$ cat config.mk
export PLATFORM = sky130hd
export DESIGN_NAME = systolic_result_drain_flat
export DESIGN_NICKNAME = d
export VERILOG_FILES = /design/src/rtl/systolic_result_drain_if.sv /design/src/rtl/systolic_result_drain.sv /design/src/flat_wrapper.sv
export SDC_FILE = /design/constraint.sdc
export NUM_CORES = 1
export LEC_CHECK = 0
export ABC_AREA = 1
export CAP_MARGIN = 20
export CORE_MARGIN = 2
export CORE_UTILIZATION = 35
export DETAILED_ROUTE_END_ITERATION = 16
export PLACE_DENSITY_LB_ADDON = 0.2
export SETUP_SLACK_MARGIN = 0.4
export SLEW_MARGIN = 20
export SYNTH_ARGS = -nofsm -noshare
export SYNTH_HDL_FRONTEND = slang
export SYNTH_SLANG_ARGS = --single-unit
export TNS_END_PERCENT = 20
$ cat constraint.sdc
create_clock -name clk -period 3.7 [get_ports clk]
set_input_delay 0.925 -clock clk [delete_from_list [all_inputs] [get_ports clk]]
set_output_delay 0.925 -clock clk [all_outputs]
set_load 0.005 [all_outputs]
$ cat src/rtl/systolic_result_drain_if.sv
// Handshake bundle between the MAC array, the result drain and downstream consumers.
// The slave modport is the drain's view. The master modport is the surrounding logic's view.
interface systolic_result_drain_if #(
   parameter int unsigned N         = 2,
   parameter int unsigned ACC_WIDTH = 32,
   parameter int unsigned OUT_WIDTH = 8,
   parameter int unsigned ROW_W     = 1
);
   logic                       acc_valid;
   logic                       acc_ready;
   logic [N*N*ACC_WIDTH-1:0]   acc_data;
   logic                       out_valid;
   logic                       out_ready;
   logic [N*OUT_WIDTH-1:0]     out_data;
   logic [ROW_W-1:0]           out_row;
   logic                       out_last;

   modport master (
      output acc_valid, acc_data, out_ready,
      input  acc_ready, out_valid, out_data, out_row, out_last
   );

   modport slave (
      input  acc_valid, acc_data, out_ready,
      output acc_ready, out_valid, out_data, out_row, out_last
   );
endinterface

$ cat src/rtl/systolic_result_drain.sv
// Captures a finished N x N accumulator matrix, then shifts and saturates it to OUT_WIDTH.
// The converted matrix streams out one row per valid/ready handshake.
module systolic_result_drain #(
   parameter int unsigned N         = 2,
   parameter int unsigned ACC_WIDTH = 32,
   parameter int unsigned OUT_WIDTH = 8,
   parameter int unsigned SHIFT     = 0,
   parameter int unsigned ROW_W     = 1
) (
   input  logic                     clk,
   input  logic                     reset,
   systolic_result_drain_if.slave   bus,
   output logic                     busy,
   output logic                     overrun
);

   typedef enum logic {StIdle, StDrain} state_e;

   state_e                 state_q, state_d;
   logic [ROW_W-1:0]       row_q, row_d;
   logic                   overrun_q, overrun_d;
   logic [OUT_WIDTH-1:0]   buf_q [N][N];
   logic [OUT_WIDTH-1:0]   conv  [N][N];
   logic                   last_row;
   logic                   capture;

   // Saturation is detected when the bits above the output sign bit differ from the sign bit.
   function automatic logic [OUT_WIDTH-1:0] convert(input logic [ACC_WIDTH-1:0] acc);
      logic signed [ACC_WIDTH-1:0]    s;
      logic [ACC_WIDTH-OUT_WIDTH:0]   hi;
      s  = $signed(acc) >>> SHIFT;
      hi = s[ACC_WIDTH-1:OUT_WIDTH-1];
      if ((&hi) || !(|hi)) begin
         return s[OUT_WIDTH-1:0];
      end else if (s[ACC_WIDTH-1]) begin
         return {1'b1, {(OUT_WIDTH-1){1'b0}}};
      end else begin
         return {1'b0, {(OUT_WIDTH-1){1'b1}}};
      end
   endfunction

   always_comb begin
      for (int i = 0; i < N; i++) begin
         for (int j = 0; j < N; j++) begin
            conv[i][j] = convert(bus.acc_data[ACC_WIDTH*(i*N+j) +: ACC_WIDTH]);
         end
      end
   end

   assign last_row      = (row_q == ROW_W'(N-1));
   assign bus.out_valid = (state_q == StDrain);
   assign bus.out_last  = bus.out_valid & last_row;
   assign bus.out_row   = row_q;
   assign bus.acc_ready = (state_q == StIdle) |
                          ((state_q == StDrain) & bus.out_last & bus.out_ready);
   assign capture       = bus.acc_valid & bus.acc_ready;
   assign busy          = (state_q == StDrain);
   assign overrun       = overrun_q;

   // Gate the buffer so out_data reads zero whenever no row is presented.
   always_comb begin
      bus.out_data = '0;
      if (state_q == StDrain) begin
         for (int j = 0; j < N; j++) begin
            bus.out_data[OUT_WIDTH*j +: OUT_WIDTH] = buf_q[row_q][j];
         end
      end
   end

   always_comb begin
      state_d   = state_q;
      row_d     = row_q;
      overrun_d = overrun_q | (bus.acc_valid & ~bus.acc_ready);
      unique case (state_q)
         StIdle: begin
            if (capture) begin
               state_d = StDrain;
               row_d   = '0;
            end
         end
         StDrain: begin
            if (bus.out_ready) begin
               if (!last_row) begin
                  row_d = row_q + ROW_W'(1);
               end else if (capture) begin
                  row_d = '0;
               end else begin
                  state_d = StIdle;
                  row_d   = '0;
               end
            end
         end
         default: begin
            state_d = StIdle;
            row_d   = '0;
         end
      endcase
   end

   always_ff @(posedge clk) begin
      if (reset) begin
         state_q   <= StIdle;
         row_q     <= '0;
         overrun_q <= 1'b0;
      end else begin
         state_q   <= state_d;
         row_q     <= row_d;
         overrun_q <= overrun_d;
      end
   end

   always_ff @(posedge clk) begin
      if (capture) begin
         buf_q <= conv;
      end
   end

endmodule

$ cat src/flat_wrapper.sv
// flat-port wrapper written by rule: the top's interface ports become plain ports
module systolic_result_drain_flat 
#(
   parameter int unsigned N         = 2,
   parameter int unsigned ACC_WIDTH = 32,
   parameter int unsigned OUT_WIDTH = 8,
   parameter int unsigned SHIFT     = 0,
   parameter int unsigned ROW_W     = 1
)
  (clk, reset, busy, overrun, bus_acc_valid, bus_acc_data, bus_out_ready, bus_acc_ready, bus_out_valid, bus_out_data, bus_out_row, bus_out_last);
  systolic_result_drain_if #(.N(N), .ACC_WIDTH(ACC_WIDTH), .OUT_WIDTH(OUT_WIDTH), .ROW_W(ROW_W)) bus_i ();
  input  logic clk;
  input  logic reset;
  output logic busy;
  output logic overrun;
  input wire logic [$bits(bus_i.acc_valid)-1:0] bus_acc_valid;
  input wire logic [$bits(bus_i.acc_data)-1:0] bus_acc_data;
  input wire logic [$bits(bus_i.out_ready)-1:0] bus_out_ready;
  output wire logic [$bits(bus_i.acc_ready)-1:0] bus_acc_ready;
  output wire logic [$bits(bus_i.out_valid)-1:0] bus_out_valid;
  output wire logic [$bits(bus_i.out_data)-1:0] bus_out_data;
  output wire logic [$bits(bus_i.out_row)-1:0] bus_out_row;
  output wire logic [$bits(bus_i.out_last)-1:0] bus_out_last;
  assign bus_i.acc_valid = bus_acc_valid;
  assign bus_i.acc_data = bus_acc_data;
  assign bus_i.out_ready = bus_out_ready;
  assign bus_acc_ready = bus_i.acc_ready;
  assign bus_out_valid = bus_i.out_valid;
  assign bus_out_data = bus_i.out_data;
  assign bus_out_row = bus_i.out_row;
  assign bus_out_last = bus_i.out_last;
  systolic_result_drain #(.N(N), .ACC_WIDTH(ACC_WIDTH), .OUT_WIDTH(OUT_WIDTH), .SHIFT(SHIFT), .ROW_W(ROW_W)) u_core (.clk(clk), .reset(reset), .bus(bus_i), .busy(busy), .overrun(overrun));
endmodule
==> impl_metrics.json <==
{
  "grt_pass1_wl_um": 11200,
  "gr-usage-all-layers": 0.165,
  "fin_crit_ps": 3100,
  "async_flop_share": 0,
  "h-tree-depth": 2,
  "critPathBufInv": 3,
  "timing.rr.start": "u_core.bus.out_row",
  "worst_ep_required_time_ps": 2770,
  "clk_path_buf_depth": 2,
  "drt_iter0_drc": 79,
  "final_cell_mix": "nand2_1, clkdlybuf4s50_1, nor2_1",
  "tightest_slew_ps": 896,
  "synth_edf_count": 32,
  "num_io_pins": 154,
  "die-area_sq_um": 8210,
  "ys_ff_latch": 35,
  "hold_class": "flip-flop to flip-flop",
  "worst_clock_skew_ps": 3.78,
  "clkTransAtPathRegs_ps": 70,
  "crit_type": "input pin to output port",
  "cp_num_cells": 4,
  "crit_top_cell": "clkdlybuf4s50_1",
  "cts_resized": 0,
  "synthDistinctLibCells": 20,
  "grt_pass1_vias": 2731,
  "drv_cap": 0,
  "syn_inst": 413,
  "via_count": 2869,
  "clock_sinks": 35,
  "max_freq_ghz": 0.323,
  "hold_viol": 0,
  "p_leak_nw": 1.93,
  "core_area_sq_um": 7250,
  "area_growth_pct": 64.7,
  "slew_headroom": 0.401,
  "nets": 697,
  "seq_area_frac_synth": 0.389,
  "viasPerCell": 4.31,
  "critical_path.slowest_cell": "clkdlybuf4s50_1",
  "routabilityCongestion": 0.760,
  "tns_ps": 0,
  "die_height_um": 90.6,
  "r2r_slack_ps": 2080,
  "max_stage_delay_ps": 450,
  "synth_flop_cell": "edfxtp_1",
  "drc": 0,
  "stdcell_count": 665,
  "cp_max_fo": 4,
  "worstSetupStartpoint": "bus_out_ready",
  "crit_family": "buffers and inverters",
  "path_cells": "clkdlybuf4s50_1, a21oi_2, inv_1, clkdlybuf4s50_1",
  "clock_latency_ps": 280,
  "r2r_cells": 2,
  "grt_max_degree": 33,
  "dp_hpwl_um": 5780,
  "netlist_area_sq_um": 2630,
  "post_drt_wl_per_cell_um": 10.2,
  "hold_buffers": 0,
  "hold_depth": 2,
  "drive_gt1_frac": 0.0707,
  "port_buffers": 153,
  "timing.rr.end": "u_core.buf_q[10]",
  "row_count": 31,
  "setup_viol": 0,
  "end_kind": "output port",
  "dp.cells": 657,
  "slew_viol_final": 0,
  "synth_nets": 545,
  "initial_core_util": 0.362,
  "fp.dieW_um": 90.6,
  "cts_tree": "built",
  "grt-ovfl-total": 0,
  "power_density_nw_per_um2": 237,
  "hold_end": "u_core.overrun",
  "cp.arrival_ps": 2170,
  "fin_crit_sh": 0.838,
  "cts_made_buffers": 5,
  "hp-start": "u_core.overrun",
  "diodes": 0,
  "rsz0062_at_grt": "false",
  "status": "completed",
  "postRouteAntennaNets": 0,
  "cts-root-buf": "clkbuf_8",
  "avgSynthCellArea_sq_um": 6.36,
  "postCtsSetupBuffers": 0,
  "finalWirelength_um": 6790,
  "crit_path_start_kind": "input pin",
  "mostFrequentLayoutCell": "nand2_1",
  "antenna_found_initial": 0,
  "ys_warn_count": 0,
  "peakVddDrop_mv": 0.140,
  "dr.pass1.iters": 4
}
flip-flops by register name, summed over array words and instances, names as in the netlist:
register,count
u_core.bus.out_valid,1
u_core.bus.out_row,1
u_core.buf_q,32
u_core.overrun,1
where the power goes:
| group | internal (W) | switching [W] | total [W] |
|---|---|---|---|
| combinational | 0.000178 | 0.000102 | 0.000279 |
| sequential | 0.000459 | 0.00000786 | 0.000467 |
| clock | 0.000150 | 0.000129 | 0.000279 |
| total | 0.000787 | 0.000239 | 0.00103 |
cell type report:
class                      instances  area [sq um]
sequential                        35          1020
clock buffer                       7          86.3
inverter                          67           251
timing repair buffer             154          1540
fill                             726          2930
multi-input combinational        302          1300
tap                               99           124
clock inverter                     1          5.00
Yosys cell counts (2+ instances only):
library cell   number  area share
a21oi_1             2      0.0038
buf_2               2      0.0038
buf_4               3      0.0086
dfxtp_1             3       0.023
dlygate4sd1_1       3       0.010
edfxtp_1           32        0.37
inv_1              62       0.089
inv_2               5      0.0071
nand2_1           183        0.26
nand2_2             7       0.017
nand2_4             4       0.017
nand3_1            22       0.042
nand3_2             4       0.015
nand4_1             3      0.0071
nor2_1             64       0.091
nor2_2              7       0.017
nor2_4              3       0.013
o21ai_0             2      0.0038
worst max path at each step:
| stage | endpoint | slack [ps] |
|---|---|---|
| global placement | bus_acc_ready | 650 |
| detailed placement | bus_acc_ready | 600 |
| finish | bus_acc_ready | 600 |
| CTS | bus_acc_ready | 590 |
| floorplan | u_core.buf_q[0] | 930 |
| global route | bus_acc_ready | 530 |
cell families after synthesis:
logic type,count (synthesis),share of synthesized area
AND/OR/NAND/NOR,297,0.481
flip-flops,35,0.389
AO/OA/AOI/OAI,5,0.0110
buffers and inverters,76,0.120
layer usage:
metal  GRT usage  vias to the layer above  wire length [um]
li1            -                     1555                 -
met1       0.170                     1213              2680
met2       0.323                       95              3540
met3      0.0426                        6               498
met4      0.0462                        0                75
met5           0                        -                 0
metrics by stage:
stage	power [W]	utilization	area, sq um	setup slack [ps]	hold WS [ps]
after floorplan	0.000559	-	2630	926	460
after detailed placement	0.000757	0.584	4230	595	496
after CTS	0.00104	0.596	4330	593	512
after global placement	0.000750	0.584	4230	647	467
final	0.00103	0.596	4330	601	510
after global routing	0.00108	0.596	4330	529	547
worst register-to-register path: cells and delay by family (launching register included):
kind,cells,cell delay [ps]
simple gates,1,700
flops,1,420
compound gates,1,120
No activity file was read; power rests on OpenSTA's default activity.
